**src/rtl/bcd_down_counter_3dig.sv**
```systemverilog
// Three-digit BCD down-counter with loadable start value, used as the pong countdown timer and lives counter.
// Digits are decremented independently with a borrow ripple, so out always holds valid BCD.
module bcd_down_counter_3dig #(
    parameter bit WRAP = 1'b0
) (
    input  logic        clk,
    input  logic        reset,
    input  logic        clr,
    input  logic        load,
    input  logic [11:0] din,
    input  logic        en,
    output logic [11:0] out,
    output logic        zero,
    output logic        busy,
    output logic        done_tick,
    output logic        underflow,
    output logic        load_err
);

    typedef enum logic [1:0] {
        IDLE = 2'd0,
        RUN  = 2'd1,
        DONE = 2'd2
    } state_t;

    state_t      state_reg;
    logic [11:0] out_reg;
    logic        done_tick_reg;
    logic        underflow_reg;
    logic        load_err_reg;

    logic [11:0] din_sat;
    logic [11:0] dec_value;
    logic [2:0]  nib_sat;
    logic [2:0]  borrow;

    assign borrow[0] = 1'b1;

    genvar gi;
    generate
        for (gi = 0; gi < 3; gi++) begin : g_digit
            logic [3:0] din_nib;
            logic [3:0] out_nib;

            assign din_nib = din[gi*4 +: 4];
            assign out_nib = out_reg[gi*4 +: 4];

            // Out-of-range load digits clamp to 9 rather than wrapping.
            assign nib_sat[gi]          = (din_nib > 4'd9);
            assign din_sat[gi*4 +: 4]   = nib_sat[gi] ? 4'd9 : din_nib;

            assign dec_value[gi*4 +: 4] = !borrow[gi]        ? out_nib :
                                          (out_nib == 4'd0)  ? 4'd9    :
                                                               out_nib - 4'd1;
            if (gi < 2) begin : g_borrow
                assign borrow[gi+1] = borrow[gi] && (out_nib == 4'd0);
            end
        end
    endgenerate

    always_ff @(posedge clk) begin
        if (reset) begin
            state_reg     <= IDLE;
            out_reg       <= 12'h000;
            done_tick_reg <= 1'b0;
            underflow_reg <= 1'b0;
            load_err_reg  <= 1'b0;
        end else begin
            done_tick_reg <= 1'b0;
            underflow_reg <= 1'b0;
            load_err_reg  <= 1'b0;
            if (clr) begin
                state_reg <= IDLE;
                out_reg   <= 12'h000;
            end else if (load) begin
                out_reg      <= din_sat;
                load_err_reg <= |nib_sat;
                // Loading zero without wrap has nothing to count: park in DONE silently.
                state_reg    <= ((din_sat != 12'h000) || WRAP) ? RUN : DONE;
            end else if ((state_reg == RUN) && en) begin
                if (out_reg == 12'h000) begin
                    if (WRAP) begin
                        out_reg       <= 12'h999;
                        underflow_reg <= 1'b1;
                    end else begin
                        state_reg <= DONE;
                    end
                end else begin
                    out_reg <= dec_value;
                    if (!WRAP && (out_reg == 12'h001)) begin
                        state_reg     <= DONE;
                        done_tick_reg <= 1'b1;
                    end
                end
            end
        end
    end

    assign out       = out_reg;
    assign zero      = (out_reg == 12'h000);
    assign busy      = (state_reg == RUN);
    assign done_tick = done_tick_reg;
    assign underflow = underflow_reg;
    assign load_err  = load_err_reg;

endmodule

```
**config.mk**
```make
export PLATFORM = sky130hd
export DESIGN_NAME = bcd_down_counter_3dig
export DESIGN_NICKNAME = d
export VERILOG_FILES = /design/src/rtl/bcd_down_counter_3dig.sv
export SDC_FILE = /design/constraint.sdc
export NUM_CORES = 1
export LEC_CHECK = 0
export ABC_AREA = 1
export CORE_ASPECT_RATIO = 0.7
export CORE_MARGIN = 5
export CORE_UTILIZATION = 50
export CTS_CLUSTER_DIAMETER = 50
export DETAILED_ROUTE_END_ITERATION = 8
export PLACE_DENSITY = 0.86
export REMOVE_ABC_BUFFERS = 1
export SLEW_MARGIN = 10
export SYNTH_ARGS = -nofsm -noshare
export SYNTH_HDL_FRONTEND = slang
export SYNTH_SLANG_ARGS = --single-unit
```
**constraint.sdc**
```tcl
create_clock -name clk -period 3.7 [get_ports clk]
set_clock_uncertainty 0.05 [all_clocks]
set_input_delay 0.925 -clock clk [delete_from_list [all_inputs] [get_ports clk]]
set_output_delay 0.925 -clock clk [all_outputs]
set_load 0.03 [all_outputs]
```
**Word level (Yosys, flattened, before mapping)**

Index checks and enable logic that the tools add are counted.

- Bits in registers: 16
- Output and inout port bits: 17
- Logic and storage cells: 53

- Add/sub/neg operators: 3
- Order comparisons: 3
- Equal/unequal tests: 3
- Muxes and demuxes: 17
- Bitwise gates (word level): 2
- Reduce and logical (&&, ||, !) cells: 19

Operators by type and width:

| kind | number |
|---|---|
| $mux W12 | 3 |
| $mux W4 | 8 |
| $eq A12 B1 Y1 const B | 1 |
| $gt A4 B4 Y1 const B | 3 |
| $logic_not A12 Y1 | 1 |
| $logic_not A4 Y1 | 3 |
| $reduce_bool A12 Y1 | 1 |
| $sub A4 B1 Y4 const B | 3 |
| $mux W2 | 5 |
| $reduce_and A3 Y1 | 2 |
| $reduce_bool A2 Y1 | 3 |
| $reduce_or A3 Y1 | 2 |
| $reduce_or A5 Y1 | 1 |
| $reduce_and A2 Y1 | 2 |
| $reduce_bool A3 Y1 | 1 |
| $eq A2 B1 Y1 const B | 1 |
| $logic_and A1 B1 Y1 | 2 |
| $ne A2 B2 Y1 const B | 1 |
| $not A1 Y1 | 2 |
| $reduce_or A2 Y1 | 1 |
| $mux W1 | 1 |

**Depth between registers and ports, before layout**

Gate-level depths: netlist (run 1).

- Depth in word-level cells: 6
- Depth in mapped cells: 10

**Worst setup path before layout (run 1)**

Ideal clock, no wire load.

- Path type: register to output
- Start: register out_reg[2], in the netlist out[2]
- End: output port zero
- Arrival time: 1.124 ns
- Required time: 2.725 ns
- Setup slack: 1.601 ns
- Cell stages (with the launch flop): 6
- Cells stage by stage: dfxtp_1 > nor2_1 > nand2_4 > nor2_4 > nand2_4 > inv_1

- Longest elaborated chain between the ends: 1

Ends and longest elaborated chain:

| element | RTL line | source |
|---|---|---|
| from (decl) | 27 | `logic [11:0] out_reg;` |
| from (signal assigned) | 76 | `out_reg <= din_sat;` |
| from (signal assigned) | 89 | `out_reg <= dec_value;` |
| $logic_not A12 Y1 | 100 | `assign zero = (out_reg == 12'h000);` |
| to (decl) | 13 | `output logic zero,` |

Every way passes these cells.

**Final worst setup path (run 1)**

- Start: register out_reg[0], in the netlist out[0]
- End: output port zero

Same word-level chain as after synthesis.

==> impl_summary.log, run 1 <==
INFO  metric power_frac_comb = 36.7%
INFO  metric layout-area-overhead-vs-synth = 32.2%
INFO  metric drc = 0
INFO  metric critical_path_peak_fanout = 6
INFO  metric synth_warnings = 0
INFO  metric placed_area = ~0.0015 sq mm
INFO  metric powerDensity = 320 mW/mm^2
INFO  metric worst_slew_pin_tran = 500 ps
INFO  metric drt_first_pass_iters = 4
INFO  metric ys_types = 23
INFO  metric worst_path_cell_trace = nor2_4 > nand2_4 > nor2_4 > nand2_4 > inv_1 > clkdlybuf4s50_1
INFO  metric cts_made_buffers = 3
INFO  metric setup.worst_path.start = out[0]
INFO  metric switching_share = a little over a third
INFO  metric port_buffers = 32
INFO  metric cts.repair.resized = 0
INFO  metric total_power_draw = 0.486 mW
INFO  metric max_cap_violation_count = 0
INFO  metric place_congestion = just under 1
INFO  metric proportion_of_power_drawn_by_flip_flops_and_latches = 38.8%
INFO  metric min_period = 2920 ps
INFO  metric timing.critical_path.required = 2720 ps
INFO  metric synthesis.instances = 189
INFO  metric vias = about 1300
INFO  metric p_leak = between 0.6 and 0.7 nW
INFO  metric critPathCaptureType = primary output
INFO  metric finalCritPeriodShare = 78.9%
INFO  metric grt_start_max_net_pins = 16
INFO  metric final.hold.worst_slack = between 400 and 500 ps
INFO  metric clock_tree_from_tritoncts = done
INFO  metric clock_sink_count = 16
INFO  metric wire_per_inst = 11.5 um
INFO  metric totalWireLength = roughly 2900 um
INFO  metric timing.setup.tns = 0 ps
INFO  metric max_freq = about 340 MHz
INFO  metric crit_path_launch_type = flip-flop
INFO  metric min_path_type = flip-flop to flip-flop
INFO  metric finish.instance_area = between 0.0015 and 0.002 sq mm
INFO  metric setup_viol_count_final = 0
INFO  metric diodes = 0
INFO  metric status = complete, no violations
INFO  metric ctsLongestPathBuffers = 2
INFO  metric synth_sequential_area_ratio = 27.9%
INFO  metric r2r_cells = 10
INFO  metric chipWidth = 67.3 um
INFO  metric layout.nets = 240
INFO  metric number_of_placement_rows = 14
INFO  metric max_slew_margin = 66.6%
INFO  metric rsz0062_at_grt = false
INFO  metric critical-path-top-delay-family = buffers and inverters
INFO  metric die_area = 0.00337 sq mm
INFO  metric antenna_violating_nets_post_route = 0
INFO  metric timing.critical_path.slowest_cell_delay = 660 ps
INFO  metric die_height = 50.1 um
INFO  metric grt_util_all_layers = 18.7%
INFO  metric design.core.area = 0.00217 sq mm
INFO  metric reg_to_reg_critical_path_endpoint = out[7]
INFO  metric cp.buffers_inverters = 2
INFO  metric post_route_cells_drive_above_1_share = 8.11%
INFO  metric vias_in_the_first_global_route = ~1100
INFO  metric ir_worst_vdd = 261 uV
INFO  metric floorplan.initialDensity = 52.9%
INFO  metric htree_levels = 1
INFO  metric report.final.hold_viol_count = 0
INFO  metric worstPathArrival = 1940 ps
INFO  metric r2r-start = out[0]
INFO  metric post-dp-hpwl = 2330 um
INFO  metric timing.final.max_slew_violations = 0
INFO  metric total_congestion_overflow = 0
INFO  metric power.share.clock = 24.5%
INFO  metric largest_reg_flops = 12
INFO  metric clkSlewWorstSetupHoldPaths = 100 ps
INFO  metric timing.critical_path.to = zero
INFO  metric vias_per_cell = about 5
INFO  metric detail_route.iter0.violations = 87
INFO  metric cts_post_setup_buffers_inserted = 0
INFO  metric critical-path-slowest-cell = clkdlybuf4s50_1
INFO  metric postSynthRegisterBits = 16
INFO  metric design.portCount = 34
INFO  metric net-switching-power = 0.176 mW
INFO  metric worst-path-stages = 6
INFO  metric initial_antenna_violation_count = 0
INFO  metric timing.setup.critical_path_class = flip-flop to primary output
INFO  metric p_int = just over 0.3 mW
INFO  metric fillCellCount = roughly 220
INFO  metric post_synth_instance_area = 0.00115 sq mm
INFO  metric synth_area_per_cell = approximately 6 sq um
INFO  metric grt_first_pass_wirelength = between 4000 and 5000 um
INFO  metric clock_root_buffer = clkbuf_4
INFO  metric clkLatencyLatePin = around 300 ps
INFO  metric cts-hold-fix-buffers = 0
INFO  metric rrSetupSlack = ~2200 ps
==> routing by layer <==
metal  vias up  wire length [um]  track usage, %
li1        649                 -               -
met1       567              1310            23.7
met2        55              1340            30.7
met3         9               230            6.59
met4         0                33            3.70
met5         -                 0               0
==> cells in the mapped netlist <==
master,n,area (sq um)
nor4_1,1,6.26
buf_6,2,22.5
nor2_2,2,12.5
nor2_1,29,109
nor2_4,3,33.8
a22o_1,1,8.76
a21boi_0,1,7.51
nand2_8,2,40.0
inv_1,32,120
xor2_1,1,8.76
nand2_1,47,176
buf_4,1,7.51
a21oi_1,13,65.1
clkbuf_1,1,3.75
nand3_1,14,70.1
a22oi_1,1,7.51
nand2_4,3,33.8
nand2_2,1,6.26
dfxtp_1,16,320
nand4_1,2,12.5
o21ai_0,13,65.1
conb_1,1,3.75
inv_2,2,7.51
==> metrics by stage <==
step | setup WS (ps) | instances | util [%]
after detailed placement | 1030 | 250 | 68.3
final | 781 | 254 | 69.9
after floorplan | 1600 | 185 | -
after global placement | 1090 | 250 | 68.3
after CTS | 797 | 254 | 69.9
after global routing | 681 | 254 | 69.9
==> power by group through the flow <==
stage | combinational, mW | clock, mW | sequential (mW)
5_1_grt | 0.195 | 0.131 | 0.191
2_1_floorplan | 0.101 | 0 | 0.206
3_3_place_gp | 0.173 | 0 | 0.192
3_5_place_dp | 0.176 | 0 | 0.193
6_report | 0.178 | 0.119 | 0.189
4_1_cts | 0.177 | 0.120 | 0.189
==> cell usage in the layout (no fill, tap or decap) <==
cell type         n
nand2_2           1
inv_2             2
nand2_8           2
clkbuf_4          3
nor4_1            1
nor2_1           29
nand4_1           2
nor2_2            2
buf_4             1
nor2_4            3
nand2_4           3
nand3_1          14
a22oi_1           1
a21oi_1          13
clkdlybuf4s50_1  32
clkbuf_8          1
inv_1            32
conb_1            1
a22o_1            1
nand2_1          47
dfxtp_1          16
xor2_1            1
o21ai_0          13
a21boi_0          1
==> area by class of cell <==
type                       count  area [sq um]  share of cell area, %
multi-input combinational    135           667                   43.9
clock buffer                   4          36.3                   2.39
sequential                    16           320                   21.1
tap                           32          40.0                   2.64
inverter                      34           128                   8.40
timing repair buffer          33           328                   21.6
==> cells by family (layout without fill, tap and decap cells) <==
group | after synthesis | count (layout) | synth area share, %
compound gates | 29 | 29 | 13.4
xor+xnor | 1 | 1 | 0.763
simple gates | 104 | 104 | 43.6
flops | 16 | 16 | 27.9
other cells | 1 | 1 | 0.326
buf+inv | 38 | 71 | 14.1
==> worst reg2reg max path, delay by kind of cell (launching register included) <==
family	cells	cell delay, ps
DFF	1	400
and+or+nand+nor	10	970
==> worst min path at each step <==
| stage | cells after the start | startpoint | endpoint | slack (ps) |
|---|---|---|---|---|
| CTS | 2 | state_reg[0] | state_reg[0] | 420 |
| global placement | 2 | state_reg[1] | state_reg[1] | 380 |
| global route | 2 | state_reg[0] | state_reg[0] | 440 |
| floorplan | 2 | state_reg[1] | state_reg[1] | 380 |
| finish | 2 | state_reg[1] | state_reg[1] | 410 |
| detailed placement | 2 | state_reg[1] | state_reg[1] | 400 |
No activity file was read; power rests on OpenSTA's default activity.
==> run 2, diff against run 1 <==
--- a/config.mk
+++ b/config.mk
@@ -8,10 +8,10 @@
 export ABC_AREA = 1
 export CORE_ASPECT_RATIO = 0.7
 export CORE_MARGIN = 5
-export CORE_UTILIZATION = 50
+export CORE_UTILIZATION = 47
 export CTS_CLUSTER_DIAMETER = 50
 export DETAILED_ROUTE_END_ITERATION = 8
-export PLACE_DENSITY = 0.86
+export PLACE_DENSITY = 0.82
 export REMOVE_ABC_BUFFERS = 1
 export SLEW_MARGIN = 10
 export SYNTH_ARGS = -nofsm -noshare
==> constraint.sdc (replaced) <==
create_clock -name clk -period 3 [get_ports clk]
set_clock_uncertainty 0.05 [all_clocks]
set_input_delay 0.75 -clock clk [delete_from_list [all_inputs] [get_ports clk]]
set_output_delay 0.75 -clock clk [all_outputs]
set_load 0.03 [all_outputs]
==> impl_summary.log, run 2 (synthesis gave the netlist of run 1 again) <==
INFO  metric filler_free_cell_count_of_the_finished_design = 257 (+1.2%)
INFO  metric diodes = 0 (unchanged)
INFO  metric chipWidth = 69.1 um (+2.7%)
INFO  metric cts_made_buffers = 3 (unchanged)
INFO  metric cell_count_post_placement = 253 (+1.2%)
INFO  metric min_path_type = flip-flop to flip-flop
INFO  metric timing.final.max_slew_violations = 0 (unchanged)
INFO  metric status = complete, no violations
INFO  metric layout.cells.most_common_list = nand2_1 (47), inv_1 (32), clkdlybuf4s50_1 (32)
INFO  metric critical_path_peak_fanout = 5 (-1)
INFO  metric clkSlewWorstSetupHoldPaths = 100 ps (about the same)
INFO  metric cts_post_setup_buffers_inserted = 0 (unchanged)
INFO  metric floorplan.initialDensity = 47.8% (-5.1 points)
INFO  metric clock_sink_count = 16 (unchanged)
INFO  metric timing.setup.tns = 0 ps (unchanged)
INFO  metric layout-area-overhead-vs-synth = 33.1%
INFO  metric timing.setup.critical_path_class = flip-flop to primary output
INFO  metric post-route-worst-setup-slack = 283 ps (-498 ps)
INFO  metric cts-hold-fix-buffers = 0 (unchanged)
INFO  metric drt_first_pass_iters = 4 (unchanged)
INFO  metric grt_first_pass_wirelength = 4530 um (-8.9%)
INFO  metric clkLatencyLatePin = 300 ps (about the same)
INFO  metric post-place-ws = 613 ps (-418 ps)
INFO  metric timing.critical_path.slowest_cell_delay = 660 ps (about the same)
INFO  metric critPathCaptureType = primary output
INFO  metric max_freq = around 370 MHz
INFO  metric p_leak = 0.701 nW (+0.69%)
INFO  metric clock_root_buffer = clkbuf_4
INFO  metric die_height = 51.4 um (+2.5%)
INFO  metric place_congestion = 0.896 (-8.1%)
INFO  metric antenna_violating_nets_post_route = 0 (unchanged)
INFO  metric worst_hold_path.num_cells = 2 (unchanged)
INFO  metric htree_levels = 1 (unchanged)
INFO  metric finalCritPeriodShare = 90.6%
INFO  metric grt_util_all_layers = 15.8% (-2.9 points)
INFO  metric worst_path_cell_trace = nor2_1 > nand2_4 > nor2_4 > nand2_4 > inv_1 > clkdlybuf4s50_1
INFO  metric number_of_placement_rows = 15 (+1)
INFO  metric post_route_cells_drive_above_1_share = 8.52% (+0.41 points)
INFO  metric initial_antenna_violation_count = 0 (unchanged)
INFO  metric ir_worst_vdd = 203 uV (-22%)
INFO  metric r2r_cells = 10 (unchanged)
INFO  metric grt_start_max_net_pins = 16 (unchanged)
INFO  metric layout.nets = 241 (+0.42%)
INFO  metric wire_per_inst = 10.8 um (-6.2%)
INFO  metric detail_route.iter0.violations = 115 (+32%)
INFO  metric cts.repair.resized = 0 (unchanged)
INFO  metric min_period = around 2700 ps
INFO  metric vias = 1216 (-5.0%)
INFO  metric final_core_util = 63.6% (-6.3 points)
INFO  metric drc = 0 (unchanged)
INFO  metric rsz0062_at_grt = false
INFO  metric design.portCount = 34 (unchanged)
INFO  metric largest_reg_flops = 12 (unchanged)
INFO  metric max_cap_violation_count = 0 (unchanged)
INFO  metric worstPathArrival = 1920 ps (-20 ps)
INFO  metric setup_viol_count_final = 0 (unchanged)
INFO  metric timing.critical_path.required = 2200 ps (-520 ps)
INFO  metric timing.critical_path.mode_cell = nand2_4
INFO  metric crit_path_launch_type = flip-flop
INFO  metric post-dp-hpwl = 2230 um (-4.3%)
INFO  metric ctsLongestPathBuffers = 2 (unchanged)
INFO  metric total_power_draw = 0.598 mW (+23%)
INFO  metric totalWireLength = 2770 um (-5.1%)
INFO  metric report.final.hold_viol_count = 0 (unchanged)
INFO  metric powerDensity = 391 mW/mm^2 (+22%)
INFO  metric final.hold.worst_slack = 408 ps (-3.06 ps)
INFO  metric critical-path-slowest-cell = clkdlybuf4s50_1
INFO  metric port_buffers = 32 (unchanged)
INFO  metric leading_cell_type_in_the_layout_fill_and_taps_excluded = nand2_1
INFO  metric design.core.area = 0.00240 sq mm (+11%)
INFO  metric die_area = 0.00355 sq mm (+5.3%)
INFO  metric vias_per_cell = 4.73 (-6.1%)
INFO  metric finish.instance_area = 0.00153 sq mm (+0.66%)
INFO  metric total_congestion_overflow = 0 (unchanged)
INFO  metric vias_in_the_first_global_route = 1092 (-2.9%)
INFO  metric placed_area = 0.00149 sq mm (+0.68%)
INFO  metric clock_tree_from_tritoncts = done
run 2: metal layers:
metal  GRT usage (%)  vias to the layer above  share of wire, %
li1                -                      650                 -
met1            19.5                      523                48
met2            27.4                       41                45
met3            5.50                        2               6.5
met4            2.27                        0              0.40
met5               0                        -                 0
run 2: final cells by class:
| cell class | instances | area [sq um] |
|---|---|---|
| inverters | 34 | 128 |
| repair buffers | 34 | 335 |
| flip-flops and latches | 16 | 320 |
| clock buffers | 4 | 36.3 |
| fillers | 251 | 873 |
| multi-input cells | 135 | 667 |
| well taps | 34 | 42.5 |
run 2: power by group:
group          leakage (nW)  internal, mW  total, mW  switching [mW]
Sequential            0.131         0.222      0.232         0.00979
Clock                0.0210        0.0741      0.148          0.0739
Combinational         0.549        0.0866      0.218           0.132
Total                 0.701         0.383      0.598           0.215
run 2: path summary, 6_finish.rpt:
path	from	end	slack, ps
worst max-delay path	out[2]	zero	280
worst min-delay path	state_reg[1]	state_reg[1]	410
worst max register to register	out[2]	out[8]	1510
worst min register to register	state_reg[1]	state_reg[1]	410
run 2: critical path: cells and delay by family, from the launching register on:
family | cells | cell delay [ps]
buffers and inverters | 2 | 710
and+or+nand+nor | 4 | 550
DFF | 1 | 360
==> run 3, diff against run 2 <==
--- a/config.mk
+++ b/config.mk
@@ -12,7 +12,6 @@
 export CTS_CLUSTER_DIAMETER = 50
 export DETAILED_ROUTE_END_ITERATION = 8
 export PLACE_DENSITY = 0.82
-export REMOVE_ABC_BUFFERS = 1
 export SLEW_MARGIN = 10
 export SYNTH_ARGS = -nofsm -noshare
 export SYNTH_HDL_FRONTEND = slang
==> impl_summary.log, run 3 (synthesis gave the netlist of run 1 again) <==
INFO  metric status = complete, no violations
INFO  metric timing.setup.critical_path_class = flip-flop to primary output
INFO  metric totalWireLength = 2770 um (-0.18%)
INFO  metric initial_antenna_violation_count = 0 (unchanged)
INFO  metric max_freq = 372 MHz (+1.1%)
INFO  metric timing.hold.worst.start = state_reg[1]
INFO  metric design.portCount = 34 (unchanged)
INFO  metric setup_viol_count_final = 0 (unchanged)
INFO  metric switching_share = 36.2% (+0.23 points)
INFO  metric cp.buffers_inverters = 3 (+1)
INFO  metric max_cap_violation_count = 0 (unchanged)
INFO  metric worst_path_cell_trace = nor2_2 > nand2_1 > inv_1 > nand2_4 > inv_1 > clkdlybuf4s50_1
INFO  metric fillCellCount = 248 (-1.2%)
INFO  metric timing.setup.tns = 0 ps (unchanged)
INFO  metric cts_post_setup_buffers_inserted = 0 (unchanged)
INFO  metric clock_sink_count = 16 (unchanged)
INFO  metric power.share.clock = 25.1% (+0.4 points)
INFO  metric floorplan.initialDensity = 47.8% (unchanged)
INFO  metric min_period = 2690 ps (-28.7 ps)
INFO  metric setup.worst_path.start = out[8]
INFO  metric net-switching-power = 0.217 mW (+1.0%)
INFO  metric min_path_type = flip-flop to flip-flop
INFO  metric critical-path-top-delay-family = buffers and inverters
INFO  metric timing.critical_path.slowest_cell_delay = 650 ps (about the same)
INFO  metric grt_util_all_layers = 15.4% (-0.41 points)
INFO  metric worstPathArrival = 1890 ps (-30 ps)
INFO  metric layout.nets = 241 (unchanged)
INFO  metric wire_per_inst = 10.8 um (-0.18%)
INFO  metric clkLatencyLatePin = 300 ps (about the same)
INFO  metric vias_per_cell = 4.72 (-0.33%)
INFO  metric worst_hold_path.num_cells = 2 (unchanged)
INFO  metric htree_levels = 1 (unchanged)
INFO  metric timing.critical_path.mode_cell = inv_1
INFO  metric critical-path-slowest-cell = clkdlybuf4s50_1
INFO  metric power_frac_comb = 36.2% (-0.3 points)
INFO  metric number_of_placement_rows = 15 (unchanged)
INFO  metric largest_reg_flops = 12 (unchanged)
INFO  metric leading_cell_type_in_the_layout_fill_and_taps_excluded = nand2_1
INFO  metric port_buffers = 32 (unchanged)
INFO  metric die_area = 0.00355 sq mm (unchanged)
INFO  metric p_leak = 0.701 nW (unchanged)
INFO  metric place_congestion = 0.902 (+0.58%)
INFO  metric powerDensity = 393 mW/mm^2 (+0.39%)
INFO  metric drt_first_pass_iters = 4 (unchanged)
INFO  metric final_core_util = 63.6% (unchanged)
INFO  metric r2r_cells = 10 (unchanged)
INFO  metric timing.critical_path.required = 2200 ps (about the same)
INFO  metric rrSetupSlack = 1540 ps (+30 ps)
INFO  metric critPathCaptureType = primary output
INFO  metric synth_nets = 206
INFO  metric antenna_violating_nets_post_route = 0 (unchanged)
INFO  metric ir_worst_vdd = 285 uV (+40%)
INFO  metric critical_path_peak_fanout = 5 (unchanged)
INFO  metric die_height = 51.4 um (unchanged)
INFO  metric report.final.hold_viol_count = 0 (unchanged)
INFO  metric worst_hold_path.endpoint = state_reg[1]
INFO  metric total_power_draw = 0.601 mW (+0.39%)
INFO  metric cts_made_buffers = 3 (unchanged)
INFO  metric cts-hold-fix-buffers = 0 (unchanged)
INFO  metric post-dp-hpwl = 2200 um (-1.6%)
INFO  metric final.hold.worst_slack = 410 ps (+1.93 ps)
INFO  metric reg_to_reg_critical_path_endpoint = out[8]
INFO  metric clock_root_buffer = clkbuf_4
INFO  metric layout.cells.most_common_list = nand2_1 (47), inv_1 (32), clkdlybuf4s50_1 (32)
INFO  metric vias_in_the_first_global_route = 1010 (-7.5%)
INFO  metric layout-area-overhead-vs-synth = 33.1% (unchanged)
INFO  metric drc = 0 (unchanged)
INFO  metric multiInputGateArea = 667 sq um (unchanged)
INFO  metric crit_path_launch_type = flip-flop
INFO  metric grt_start_max_net_pins = 16 (unchanged)
INFO  metric vias = 1212 (-0.33%)
INFO  metric r2r-start = out[8]
INFO  metric sequential_cell_area = 320 sq um (unchanged)
INFO  metric total_congestion_overflow = 0 (unchanged)
INFO  metric diodes = 0 (unchanged)
INFO  metric post_route_cells_drive_above_1_share = 8.52% (unchanged)
INFO  metric clkSlewWorstSetupHoldPaths = 110 ps (about the same)
INFO  metric timing.final.max_slew_violations = 0 (unchanged)
INFO  metric design.core.area = 0.00240 sq mm (unchanged)
INFO  metric detail_route.iter0.violations = 75 (-35%)
INFO  metric rsz0062_at_grt = false
INFO  metric chipWidth = 69.1 um (unchanged)
INFO  metric clock_tree_from_tritoncts = done
INFO  metric finalCritPeriodShare = 89.6% (-0.96 points)
INFO  metric proportion_of_power_drawn_by_flip_flops_and_latches = 38.7% (about the same)
INFO  metric p_int = 0.383 mW (about the same)
INFO  metric cts.repair.resized = 0 (unchanged)
INFO  metric grt_first_pass_wirelength = 4490 um (-1.1%)
INFO  metric ctsLongestPathBuffers = 2 (unchanged)
## run 3: final cells by class
class | count | share of cell area, %
Clock buffer | 4 | 2.37
Sequential cell | 16 | 20.9
Tap cell | 34 | 2.78
Multi-Input combinational cell | 135 | 43.6
Inverter | 34 | 8.35
Timing Repair Buffer | 34 | 21.9
## run 3: worst max-delay path by stage
stage,to,slack (ps),cells past startpoint
detailed placement,zero,650,6
finish,zero,310,6
CTS,zero,300,6
global placement,zero,690,6
global route,zero,210,6
floorplan,zero,1080,5
## run 3: power by group through the flow
| stage | registers (mW) | logic [mW] | clock network, mW |
|---|---|---|---|
| after CTS | 0.232 | 0.218 | 0.157 |
| final | 0.232 | 0.217 | 0.151 |
| after detailed placement | 0.237 | 0.216 | 0 |
| after global routing | 0.234 | 0.240 | 0.162 |
| after floorplan | 0.253 | 0.130 | 0 |
| after global placement | 0.236 | 0.216 | 0 |
## run 3: tightest hold or removal path, stage by stage (launching register included)
cell     delay [ps]
dfxtp_1         330
inv_1            50
a21oi_1          50
## run 3: per-layer routing
metal	track usage (%)	up-vias	share of wire [%]
li1	-	655	-
met1	21.3	521	51
met2	23.7	34	43
met3	5.30	2	5.8
met4	1.95	0	0.33
met5	0	-	0
## run 3: per-stage QoR
step	setup slack (ps)	cell area (sq um)	cells
after floorplan	1080	1150	189
after global placement	687	1490	253
after detailed placement	651	1490	253
after CTS	302	1530	257
after global routing	212	1530	257
final	312	1530	257
==> RTL edit (config.mk and constraints of run 2) <==
The parameter `WRAP` goes from 1'b0 to 1'b1.
--- a/src/rtl/bcd_down_counter_3dig.sv
+++ b/src/rtl/bcd_down_counter_3dig.sv
@@ -1,7 +1,7 @@
 // Three-digit BCD down-counter with loadable start value, used as the pong countdown timer and lives counter.
 // Digits are decremented independently with a borrow ripple, so out always holds valid BCD.
 module bcd_down_counter_3dig #(
-    parameter bit WRAP = 1'b0
+    parameter bit WRAP = 1'b1
 ) (
     input  logic        clk,
     input  logic        reset,
Function: changed (Yosys sat finds a counterexample within 4 cycles, from zero or initial values).
==> RTL edit against run 2 <==
Wire length rose by 1.8%; non-clock buffer count is 1 lower; sequential cell count fell by 1; power is 13% lower; maximum frequency is 7.7% higher; worst hold slack gained 0.041 ns; area after synthesis fell by 8.2%; clock power is 16% lower; setup slack gained 0.19 ns; first-iteration DRC count fell by 34%; die area shrank 6.8%; global-route usage is 2.6 points higher; design area decreased by 6.6%.
==> RTL edit: results (changes against run 2) <==
DRT Wirelength=2820 um (+1.8%); Leakage=0.0006359 uW (-9.2%); vias in the first global route=1,095 (+0.27%); Longest Clk Path Bufs=2 (unchanged); maximum fanout along the worst path=5 (unchanged); setup slack, reg-to-reg=1.54 ns (+0.03 ns); Core Util, Final=0.6680 (+0.03158); layout cells sized above 1=0.1693 (+0.08411); largest net degree at the start of global routing=10 (-6); dpl cell area=0.001399 mm^2 (-6.3%); via/cell ratio=5.068 (+7.1%); Setup TNS=0 ns (unchanged); # diodes=0 (unchanged); GP Congestion=0.8695 (-3.0%); Post-synth top cells=nand2_1 (29), inv_1 (17), nor2_1 (16); Post-Place Setup Slack=0.4251 ns (-0.1881 ns); critical path arrival=1.72 ns (-0.20 ns); register area share after synthesis=0.2847 (+0.005830); hold slack final=0.4488 ns (+0.04078 ns); peak supply drop=0.2057 mV (+1.1%); first-pass GRT wire length=4733 um (+4.4%); Routed WL per cell=12.76 um (+18%); dpl cells=217 (-14%); final-stage net count=212 (-12%); initial drt markers=76 (-34%); # fillers=209 (-17%); HPWL Detailed=2257 um (+1.2%); synth unique cells=28 (+22%); top post-synthesis cells by area=dfxtp_1 (28%), nand2_1 (10%), inv_1 (6.0%); Post-Synthesis Cells=155 (-18%); Root Driver=clkbuf_4; worst-skew pair later-pin latency=0.30 ns (about the same); outcome=finished clean; min cycle time layout=2.523 ns (-0.1940 ns); gr usage total=0.1839 (+0.02566)
-- RTL edit: what timing repair did --
action / 4_1_cts / 5_1_grt
hold buffers: 0 / 0
gates resized for setup: 0 / 1
buffers inserted: 0 / 0
endpoints found under the setup margin: 0 / 1
-- RTL edit: layout make-up --
type                            count  share of cell area
Clock buffer                        4             0.01840
Timing Repair Buffer               33              0.2314
Sequential cell                    15              0.2103
Inverter                           25             0.06748
Multi-Input combinational cell    112              0.4443
Tap cell                           32             0.02805
-- RTL edit: logic make-up after synthesis --
logic type      Yosys count  share of synthesized area
simple gates             78                     0.3832
flops                    15                     0.2847
compound gates           28                     0.1554
buf+inv                  28                     0.1139
fa+ha+maj                 5                    0.05931
other cells               1                   0.003555
-- RTL edit: worst max-delay path, cell delays in order, from the launching register on --
cell            delay, ns
dfxtp_1              0.33
inv_1                0.15
ha_1                 0.26
nand2_4              0.08
nor2_4               0.12
nand2_2              0.09
nor2_2               0.10
dlymetal6s2s_1       0.30
-- RTL edit: worst paths after layout --
kind,from,endpoint,cells past startpoint
worst max-delay path,out[0]$_SDFFE_PP0P_,zero,7
worst min-delay path,out[9]$_SDFFE_PP0P_,out[9]$_SDFFE_PP0P_,2
worst max register to register,out[0]$_SDFFE_PP0P_,out[8]$_SDFFE_PP0P_,9
worst min register to register,out[9]$_SDFFE_PP0P_,out[9]$_SDFFE_PP0P_,2
-- RTL edit: power breakdown --
part | switching [uW] | internal (uW) | leakage (uW)
clock | 72.3 | 51.8 | 0.0000150
sequential | 8.14 | 208 | 0.000122
combinational | 109 | 74.4 | 0.000498
-- RTL edit: per-layer routing --
layer / GRT usage / share of wire
met5: 0 / 0
met4: 0.06757 / 0.0092
met3: 0.07045 / 0.076
met2: 0.2829 / 0.47
met1: 0.2309 / 0.45
